===== src/rtl/lsu_ctrl.sv =====
// Load/store sequencing controller: one request at a time, word-aligned memory
// accesses (misaligned half/word split in two), lane merge and load extension.
module lsu_ctrl (
  input  logic        i_clk,
  input  logic        i_reset,
  input  logic        i_req_valid,
  output logic        o_req_ready,
  input  logic        i_req_we,
  input  logic [1:0]  i_req_size,
  input  logic        i_req_unsign,
  input  logic [31:0] i_req_addr,
  input  logic [31:0] i_req_wdata,
  output logic        o_rsp_valid,
  output logic [31:0] o_rsp_rdata,
  output logic        o_mem_req,
  input  logic        i_mem_ack,
  output logic        o_mem_we,
  output logic [31:0] o_mem_addr,
  output logic [3:0]  o_mem_bmask,
  output logic [31:0] o_mem_wdata,
  input  logic [31:0] i_mem_rdata,
  output logic [1:0]  o_dbg_state
);

  // Handshakes: a request transfers on the edge where i_req_valid & o_req_ready;
  // a memory access completes on the edge where o_mem_req & i_mem_ack, and the
  // request outputs are held unchanged until then. o_rsp_valid has no ready.
  typedef enum logic [1:0] {
    S_IDLE = 2'd0,
    S_ACC0 = 2'd1,
    S_ACC1 = 2'd2,
    S_RESP = 2'd3
  } state_t;

  state_t      state;
  logic        req_we;
  logic        req_unsign;
  logic [1:0]  req_size;
  logic [31:0] req_addr;
  logic [31:0] req_wdata;
  logic [31:0] rdata0;
  logic [31:0] result;

  logic [3:0]  size_mask;
  logic [7:0]  lane_map;
  logic        split;
  logic [4:0]  lane_shift;
  logic [31:0] word_addr;

  // Lanes touched across two consecutive words: low nibble is the first
  // access, high nibble (if any) spills into the next word.
  always_comb begin
    size_mask = 4'b1111;
    case (req_size)
      2'b00:   size_mask = 4'b0001;
      2'b01:   size_mask = 4'b0011;
      default: size_mask = 4'b1111;
    endcase
    lane_map   = {4'b0000, size_mask} << req_addr[1:0];
    split      = |lane_map[7:4];
    lane_shift = {req_addr[1:0], 3'b000};
    word_addr  = {req_addr[31:2], 2'b00};
  end

  function automatic logic [31:0] load_fmt(input logic [31:0] lo, input logic [31:0] hi,
                                           input logic [1:0] off, input logic [1:0] size,
                                           input logic uns);
    logic [63:0] both;
    logic [31:0] raw;
    both = {hi, lo} >> {off, 3'b000};
    raw  = both[31:0];
    case (size)
      2'b00:   return uns ? {24'h0, raw[7:0]}  : {{24{raw[7]}}, raw[7:0]};
      2'b01:   return uns ? {16'h0, raw[15:0]} : {{16{raw[15]}}, raw[15:0]};
      default: return raw;
    endcase
  endfunction

  always_ff @(posedge i_clk) begin
    if (i_reset) begin
      state      <= S_IDLE;
      req_we     <= 1'b0;
      req_unsign <= 1'b0;
      req_size   <= 2'b00;
      req_addr   <= 32'h0;
      req_wdata  <= 32'h0;
      rdata0     <= 32'h0;
      result     <= 32'h0;
    end else begin
      case (state)
        S_IDLE: begin
          if (i_req_valid) begin
            req_we     <= i_req_we;
            req_unsign <= i_req_unsign;
            req_size   <= i_req_size;
            req_addr   <= i_req_addr;
            req_wdata  <= i_req_wdata;
            state      <= S_ACC0;
          end
        end
        S_ACC0: begin
          if (i_mem_ack) begin
            if (split) begin
              rdata0 <= i_mem_rdata;
              state  <= S_ACC1;
            end else begin
              result <= req_we ? 32'h0
                      : load_fmt(i_mem_rdata, 32'h0, req_addr[1:0], req_size, req_unsign);
              state  <= S_RESP;
            end
          end
        end
        S_ACC1: begin
          if (i_mem_ack) begin
            result <= req_we ? 32'h0
                    : load_fmt(rdata0, i_mem_rdata, req_addr[1:0], req_size, req_unsign);
            state  <= S_RESP;
          end
        end
        default: state <= S_IDLE;
      endcase
    end
  end

  // Outputs are decoded from state and forced quiet while reset is asserted,
  // so an access in flight is dropped in the reset cycle itself.
  always_comb begin
    o_req_ready = 1'b0;
    o_rsp_valid = 1'b0;
    o_rsp_rdata = 32'h0;
    o_mem_req   = 1'b0;
    o_mem_we    = 1'b0;
    o_mem_addr  = 32'h0;
    o_mem_bmask = 4'h0;
    o_mem_wdata = 32'h0;
    if (!i_reset) begin
      case (state)
        S_IDLE: o_req_ready = 1'b1;
        S_ACC0: begin
          o_mem_req   = 1'b1;
          o_mem_we    = req_we;
          o_mem_addr  = word_addr;
          o_mem_bmask = lane_map[3:0];
          o_mem_wdata = req_wdata << lane_shift;
        end
        S_ACC1: begin
          o_mem_req   = 1'b1;
          o_mem_we    = req_we;
          o_mem_addr  = word_addr + 32'd4;
          o_mem_bmask = lane_map[7:4];
          o_mem_wdata = req_wdata >> (6'd32 - {1'b0, lane_shift});
        end
        default: begin
          o_rsp_valid = 1'b1;
          o_rsp_rdata = result;
        end
      endcase
    end
  end

  assign o_dbg_state = state;

endmodule


===== config.mk =====
export PLATFORM = sky130hd
export DESIGN_NAME = lsu_ctrl
export DESIGN_NICKNAME = d
export VERILOG_FILES = /design/src/rtl/lsu_ctrl.sv
export SDC_FILE = /design/constraint.sdc
export NUM_CORES = 1
export LEC_CHECK = 0
export CAP_MARGIN = 20
export CORE_UTILIZATION = 47
export DETAILED_ROUTE_END_ITERATION = 10
export HOLD_SLACK_MARGIN = 0.05
export MAX_ROUTING_LAYER = met4
export PLACE_DENSITY = 0.77
export SYNTH_ARGS = -nofsm -noshare
export SYNTH_HDL_FRONTEND = slang
export SYNTH_SLANG_ARGS = --single-unit

===== constraint.sdc =====
create_clock -name i_clk -period 4.2 [get_ports i_clk]
set_clock_uncertainty 0.15 [all_clocks]
set_input_delay 0.84 -clock i_clk [delete_from_list [all_inputs] [get_ports i_clk]]
set_output_delay 0.84 -clock i_clk [all_outputs]
set_load 0.005 [all_outputs]

==> metrics.txt, run 1 <==
Slew @ Worst Pin between 1 and 1.5 ns; hold-fix buffer count after cts 0; crit-path max FO 37; fin crit share 0.9650; slew margin rel. 0.2145; Primary FF master, synth dfxtp_1; CTS tree built; clk_lat worst skew between 0.4 and 0.5 ns; post-route ant nets 0; CTS root buf clkbuf_16; clk buf depth 2; most common cell after layout, fill and taps aside nand2_1; IO Count 210; crit end category output port; area leader, netlist dfxtp_1; antenna violations before repair 0; worst vdd ir 0.3120 mV; pwr dens 459.5 mW/mm2; Final #Nets 1452; share of cells above drive strength 1 0.09084; n_diodes 0; Arrival @ worst endpoint 3.06 ns; via count 9671; die width ~140 um; Post-DP HPWL 20.15 mm; Core ar. 0.01802 mm2; f_max 246.7 MHz; final setup fails 0; Top delay family on crit path buffers and inverters; CTS buffer count 17; Critical Path Start Type register; run status complete, no violations; Area contributors post-synth dfxtp_1, nand2_1, a21oi_1; CP cell instances buf_4 -> nor2b_1 -> or2_1 -> and2_1 -> buf_4 -> a222oi_1 -> nor2_1 -> clkdlybuf4s50_1; clk slew on worst S/H paths about 0.06 ns; synthesized cell area between 0.008 and 0.009 mm2; Die Y between 100 and 150 um; worst path bufs/invs 3; Synth top area share 0.3097; Hold Crit Class reg2reg; Max Transition Viols Final 0; Seq cells post-synth 134; routed wire length 29.82 mm; Pre-Repair DR Iteration Count 6; Post-synth EDFFs 0; Fin. Hold Viols 0; kind of critical path reg2out; CTS Sinks between 100 and 150; DRC Markers 0; count of different cell masters after synthesis 61; Max Cap Viol 0; DR iter-0 viols approximately 900; post-route minimum period just over 4 ns; Seq/Total Area, Yosys 0.3097; most frequent cells in the layout nand2_1, clkdlybuf4s50_1, a21oi_1; vias per cell 6.109; max incr delay on CP between 0.4 and 0.5 ns; overflow left after global routing 0; first-pass GRT wire length 46.19 mm; IO Port Bufs 207; Post-Syn Instances about 1.2k; Final GP Congestion 0.9308; Synth warnings 0; Synth async-reset ratio 0; routed len/inst 18.84 um; unrepaired setup endpoints after global routing false; Critical Path Most Common Cell buf_4; CTS HTree Levels 4; Mean Syn Cell Area 7.290 um2; row count 49; Area Overhead vs Synth 32.36%; Worst Path Required 3.21 ns; GRT Overall Usage 0.3246; Initial Utilization 0.4805; Overall Power about 5.3 mW; pin count of the biggest net entering global routing 100; P_leak 4.017 nW; CP max-delay cell clkdlybuf4s50_1; DIE AREA 0.01897 mm2; number of global-route vias before repair 8863; Sum Neg Setup Slack 0 ns
area by class of cell:
type | count | area (um2)
Clock inverter | 11 | 127.6
Inverter | 14 | 52.55
Tap cell | 229 | 286.5
Clock buffer | 20 | 456.7
Timing Repair Buffer | 242 | 2356
Multi-Input combinational cell | 933 | 5493
Fill cell | 1590 | 6561
Sequential cell | 134 | 2691
cell families after synthesis:
family	count (synthesis)	share of synthesized area
xor gates and xnor gates	1	0.001011
and+or+nand+nor	482	0.2444
AOI/OAI and AO/OA	365	0.2691
adders and majority gates	6	0.008668
DFF	134	0.3097
muxes	77	0.1084
buffers and inverters	122	0.05822
other	1	0.0004330
synth_stat cells (all sizes together), types with 15 or more instances:
cell    count
mux2       34
clkbuf     65
and2       39
mux2i      33
a22o       16
a22oi      33
o21ai      51
nand2     298
dfxtp     134
nor2       69
a21oi     155
a31oi      16
nor3       15
buf        43
path summary, 6_finish.rpt:
check	from	end	slack [ns]	depth (start not counted)
hold / removal	rdata0[14]	rdata0[14]	0.31	2
hold reg to reg	rdata0[14]	rdata0[14]	0.31	2
setup / recovery	req_addr[1]	o_mem_wdata[7]	0.15	8
setup reg to reg	req_addr[1]	result[31]	0.85	7
metrics by stage:
stage	std cells	cell area (um2)	setup slack (ns)	hold WS, ns	utilization
detailed placement	1550	10860	0.5598	0.2986	0.6025
floorplan	1189	8665	0.1981	0.2818	-
global placement	1549	10830	0.5981	0.2891	0.6009
finish	1583	11460	0.1468	0.3050	0.6360
global route	1583	11460	0.004001	0.3186	0.6360
CTS	1581	11440	0.09017	0.3064	0.6349
per-layer routing:
layer	routed length [um]	track usage	share of wire	up-vias
li1	-	-	-	4550
met1	11910	0.3909	0.40	4493
met2	13940	0.5087	0.47	541
met3	2610	0.06071	0.088	87
met4	1365	0.1830	0.046	0
met5	0	-	0	-
worst register-to-register path: stages (launching register included):
cell	delay, ns
dfxtp_4	0.34
buf_4	0.42
buf_6	0.48
a21o_1	0.23
a2111o_1	0.51
or3_1	0.59
nor2_8	0.15
a221o_1	0.36
power by group:
part	internal, mW	switching, mW
combinational	0.796	1.26
clock	0.902	0.584
sequential	1.48	0.243
registers in the layout, indices dropped and copies added (netlist names):
name and cells:
req_wdata 32, req_we 1, req_unsign 1, o_dbg_state 2, req_size 2, req_addr 32
result 32, rdata0 32
what timing repair did:
action                                  4_1_cts  5_1_grt
endpoints found under the setup margin        0       13
buffers inserted                              0        2
gates resized for setup                       0        2
Note: power is estimated with default switching activity, not from simulation.
==> run 2, diff against run 1 <==
DONT_BUFFER_PORTS = 1   (was unset)
PLACE_DENSITY = 0.63   (was 0.77)
==> run 2 against run 1 <==
Net effect: register-to-register slack better by 0.08 ns; worst hold slack worse by 0.0019 ns; clock power down 7%; total power down 7.2%; global-route usage down 2.3 points; non-clock buffer count down 213; sequential power about the same; combinational power down 15%; first-iteration DRC count down 30%.
==> metrics.txt, run 2 (synthesized netlist as in run 1, its figures left out) <==
run status complete, no violations (unchanged); FF/Latch Area 0.002690 mm2 (was 0.002691 mm2); number of global-route vias before repair 7818 (was 8863); crit end category output port (unchanged); Worst R2R Start req_addr[1] (unchanged); worst path bufs/invs 2 (was 3); DRC Markers 0 (unchanged); GRT Overall Usage 0.3013 (was 0.3246); CTS buffer count 17 (unchanged); unrepaired setup endpoints after global routing false (unchanged); post-route minimum period 3.833 ns (was 4.053 ns); DIE AREA 0.01897 mm2 (unchanged); via count 8637 (was 9671); die width 137.7 um (unchanged); combinational power share 0.360 (was 0.391); Setup Buffers After CTS 0 (unchanged); kind of critical path reg2out (unchanged); first-pass GRT wire length 42.39 mm (was 46.19 mm); Clk pwr share 0.283 (was 0.282); antenna violations before repair 0 (unchanged); f_max 260.9 MHz (was 246.7 MHz); switching power 2.012 mW (was 2.088 mW); share of cells above drive strength 1 0.1025 (was 0.09084); CP startpoint req_addr[1] (unchanged); CP cell instances inv_1 -> ha_1 -> buf_4 -> nor3b_2 -> or2_1 -> and2_2 -> a222oi_1 -> nor2_1 (was buf_4 -> nor2b_1 -> or2_1 -> and2_1 -> buf_4 -> a222oi_1 -> nor2_1 -> clkdlybuf4s50_1); Worst Hold Launch rdata0[1] (was rdata0[14]); Int Power 2.874 mW (was 3.179 mW); Switching Share 0.4117 (was 0.3965); Worst Path Required 3.21 ns (about the same); Sequential Power Share 0.357 (was 0.327); CTS root buf clkbuf_16 (unchanged); clk_lat worst skew 0.42 ns (was 0.43 ns); CTS HTree Levels 4 (unchanged); DR iter-0 viols 645 (was 924); Final GP Congestion 0.9332 (was 0.9308); met2 WL 13.90 mm (was 13.94 mm); routed wire length 28.27 mm (was 29.82 mm); R2R depth 6 (was 7); worst vdd ir 0.3615 mV (was 0.3120 mV); Post-Route Utilization 0.5167 (was 0.6360); Max Transition Viols Final 0 (unchanged); Reg-to-Reg End result[8] (was result[31]); Initial Utilization 0.4805 (unchanged); Critical Path Start Type register (unchanged); slew margin rel. 0.3451 (was 0.2145); Hold Crit Class reg2reg (unchanged); most common cell after layout, fill and taps aside nand2_1 (unchanged); Overall Power 4.886 mW (was 5.267 mW); fin crit share 0.9126 (was 0.9650); Arrival @ worst endpoint 2.84 ns (was 3.06 ns); Post-DP HPWL 19.33 mm (was 20.15 mm); met1 WL 11.12 mm (was 11.91 mm); IO Count 210 (unchanged); Fin Hold WS 0.3031 ns (was 0.3050 ns); IO Port Bufs 0 (was 207); post-route ant nets 0 (unchanged); clk slew on worst S/H paths 0.06 ns (about the same); highest routed layer met4 (unchanged); row count 49 (unchanged); pwr dens 524.7 mW/mm2 (was 459.5 mW/mm2); crit-path max FO 24 (was 37); Slew @ Worst Pin 0.9823 ns (was 1.169 ns); final setup fails 0 (unchanged); met3 wire length 2.372 mm (was 2.610 mm); overflow left after global routing 0 (unchanged); Final #Nets 1239 (was 1452); Core ar. 0.01802 mm2 (unchanged); fillers 1789 (was 1590); Area Overhead vs Synth 7.527% (was 32.36%); Fin. Hold Viols 0 (unchanged); Hold EP rdata0[1] (was rdata0[14]); routed len/inst 20.64 um (was 18.84 um); Worst R2R Setup Slack 0.93 ns (was 0.85 ns); vias per cell 6.304 (was 6.109); multi-input logic area 0.005500 mm2 (was 0.005493 mm2); CTS tree built (unchanged); CP max-delay cell and2_2 (was clkdlybuf4s50_1); hold-fix buffer count after cts 0 (unchanged); Sum Neg Setup Slack 0 ns (unchanged); hold path cells 2 (unchanged); CTS Sinks 134 (unchanged); n_diodes 0 (unchanged); clk buf depth 2 (unchanged); Pre-Repair DR Iteration Count 5 (was 6); pin count of the biggest net entering global routing 121 (was 100); max incr delay on CP 0.51 ns (was 0.45 ns); P_leak 3.215 nW (was 4.017 nW); Max Cap Viol 0 (unchanged); Die Y 137.7 um (unchanged); Top delay family on crit path simple AND/OR/NAND/NOR gates (was buffers and inverters); most frequent cells in the layout nand2_1, a21oi_1, dfxtp_1 (was nand2_1, clkdlybuf4s50_1, a21oi_1); PostCTS Resize Cnt 0 (unchanged)
-- run 2: how the worst max path moves through the flow --
| stage | end | slack, ns | depth (start not counted) |
|---|---|---|---|
| after floorplan | o_mem_wdata[10] | 0.20 | 14 |
| after global placement | o_mem_wdata[2] | 0.63 | 8 |
| after detailed placement | o_mem_wdata[2] | 0.54 | 8 |
| after CTS | o_mem_wdata[2] | 0.06 | 8 |
| after global routing | o_mem_wdata[2] | 0.22 | 8 |
| final | o_mem_wdata[2] | 0.37 | 8 |
-- run 2: worst register-to-register path, cell delays in order, from the launching register on --
cell and delay (ns):
dfxtp_4 0.44, buf_4 0.77, mux2i_1 0.49, nand2_1 0.10, a31oi_1 0.68, a22oi_1 0.28
a22o_1 0.26
-- run 2: area by class of cell --
cell class              instances  share of cell area
well taps                     229             0.03077
inverters                      14            0.005643
clock inverters                11            0.008464
clock buffers                  20             0.04904
multi-input cells             933              0.5906
repair buffers                 29             0.02660
flip-flops and latches        134              0.2889
-- run 2: power groups by stage --
| stage | Combinational, mW | Sequential, mW | Clock, mW |
|---|---|---|---|
| 3_5_place_dp | 1.74 | 1.76 | 0 |
| 4_1_cts | 1.75 | 1.73 | 1.39 |
| 2_1_floorplan | 1.37 | 1.64 | 0 |
| 3_3_place_gp | 1.70 | 1.76 | 0 |
| 6_report | 1.76 | 1.74 | 1.39 |
| 5_1_grt | 1.93 | 1.77 | 1.46 |
-- run 2: metal layers --
layer / track usage / up-vias
met5: - / -
met4: 0.1202 / 0
met3: 0.07984 / 52
met2: 0.4961 / 364
met1: 0.3472 / 4096
li1: - / 4125
-- run 2: metrics by stage --
step,setup WS (ns),std cells,area [um2]
after floorplan,0.1981,1189,8665
after global placement,0.6323,1336,8723
after detailed placement,0.5358,1337,8743
after CTS,0.05657,1368,9279
after global routing,0.2185,1370,9313
final,0.3671,1370,9313
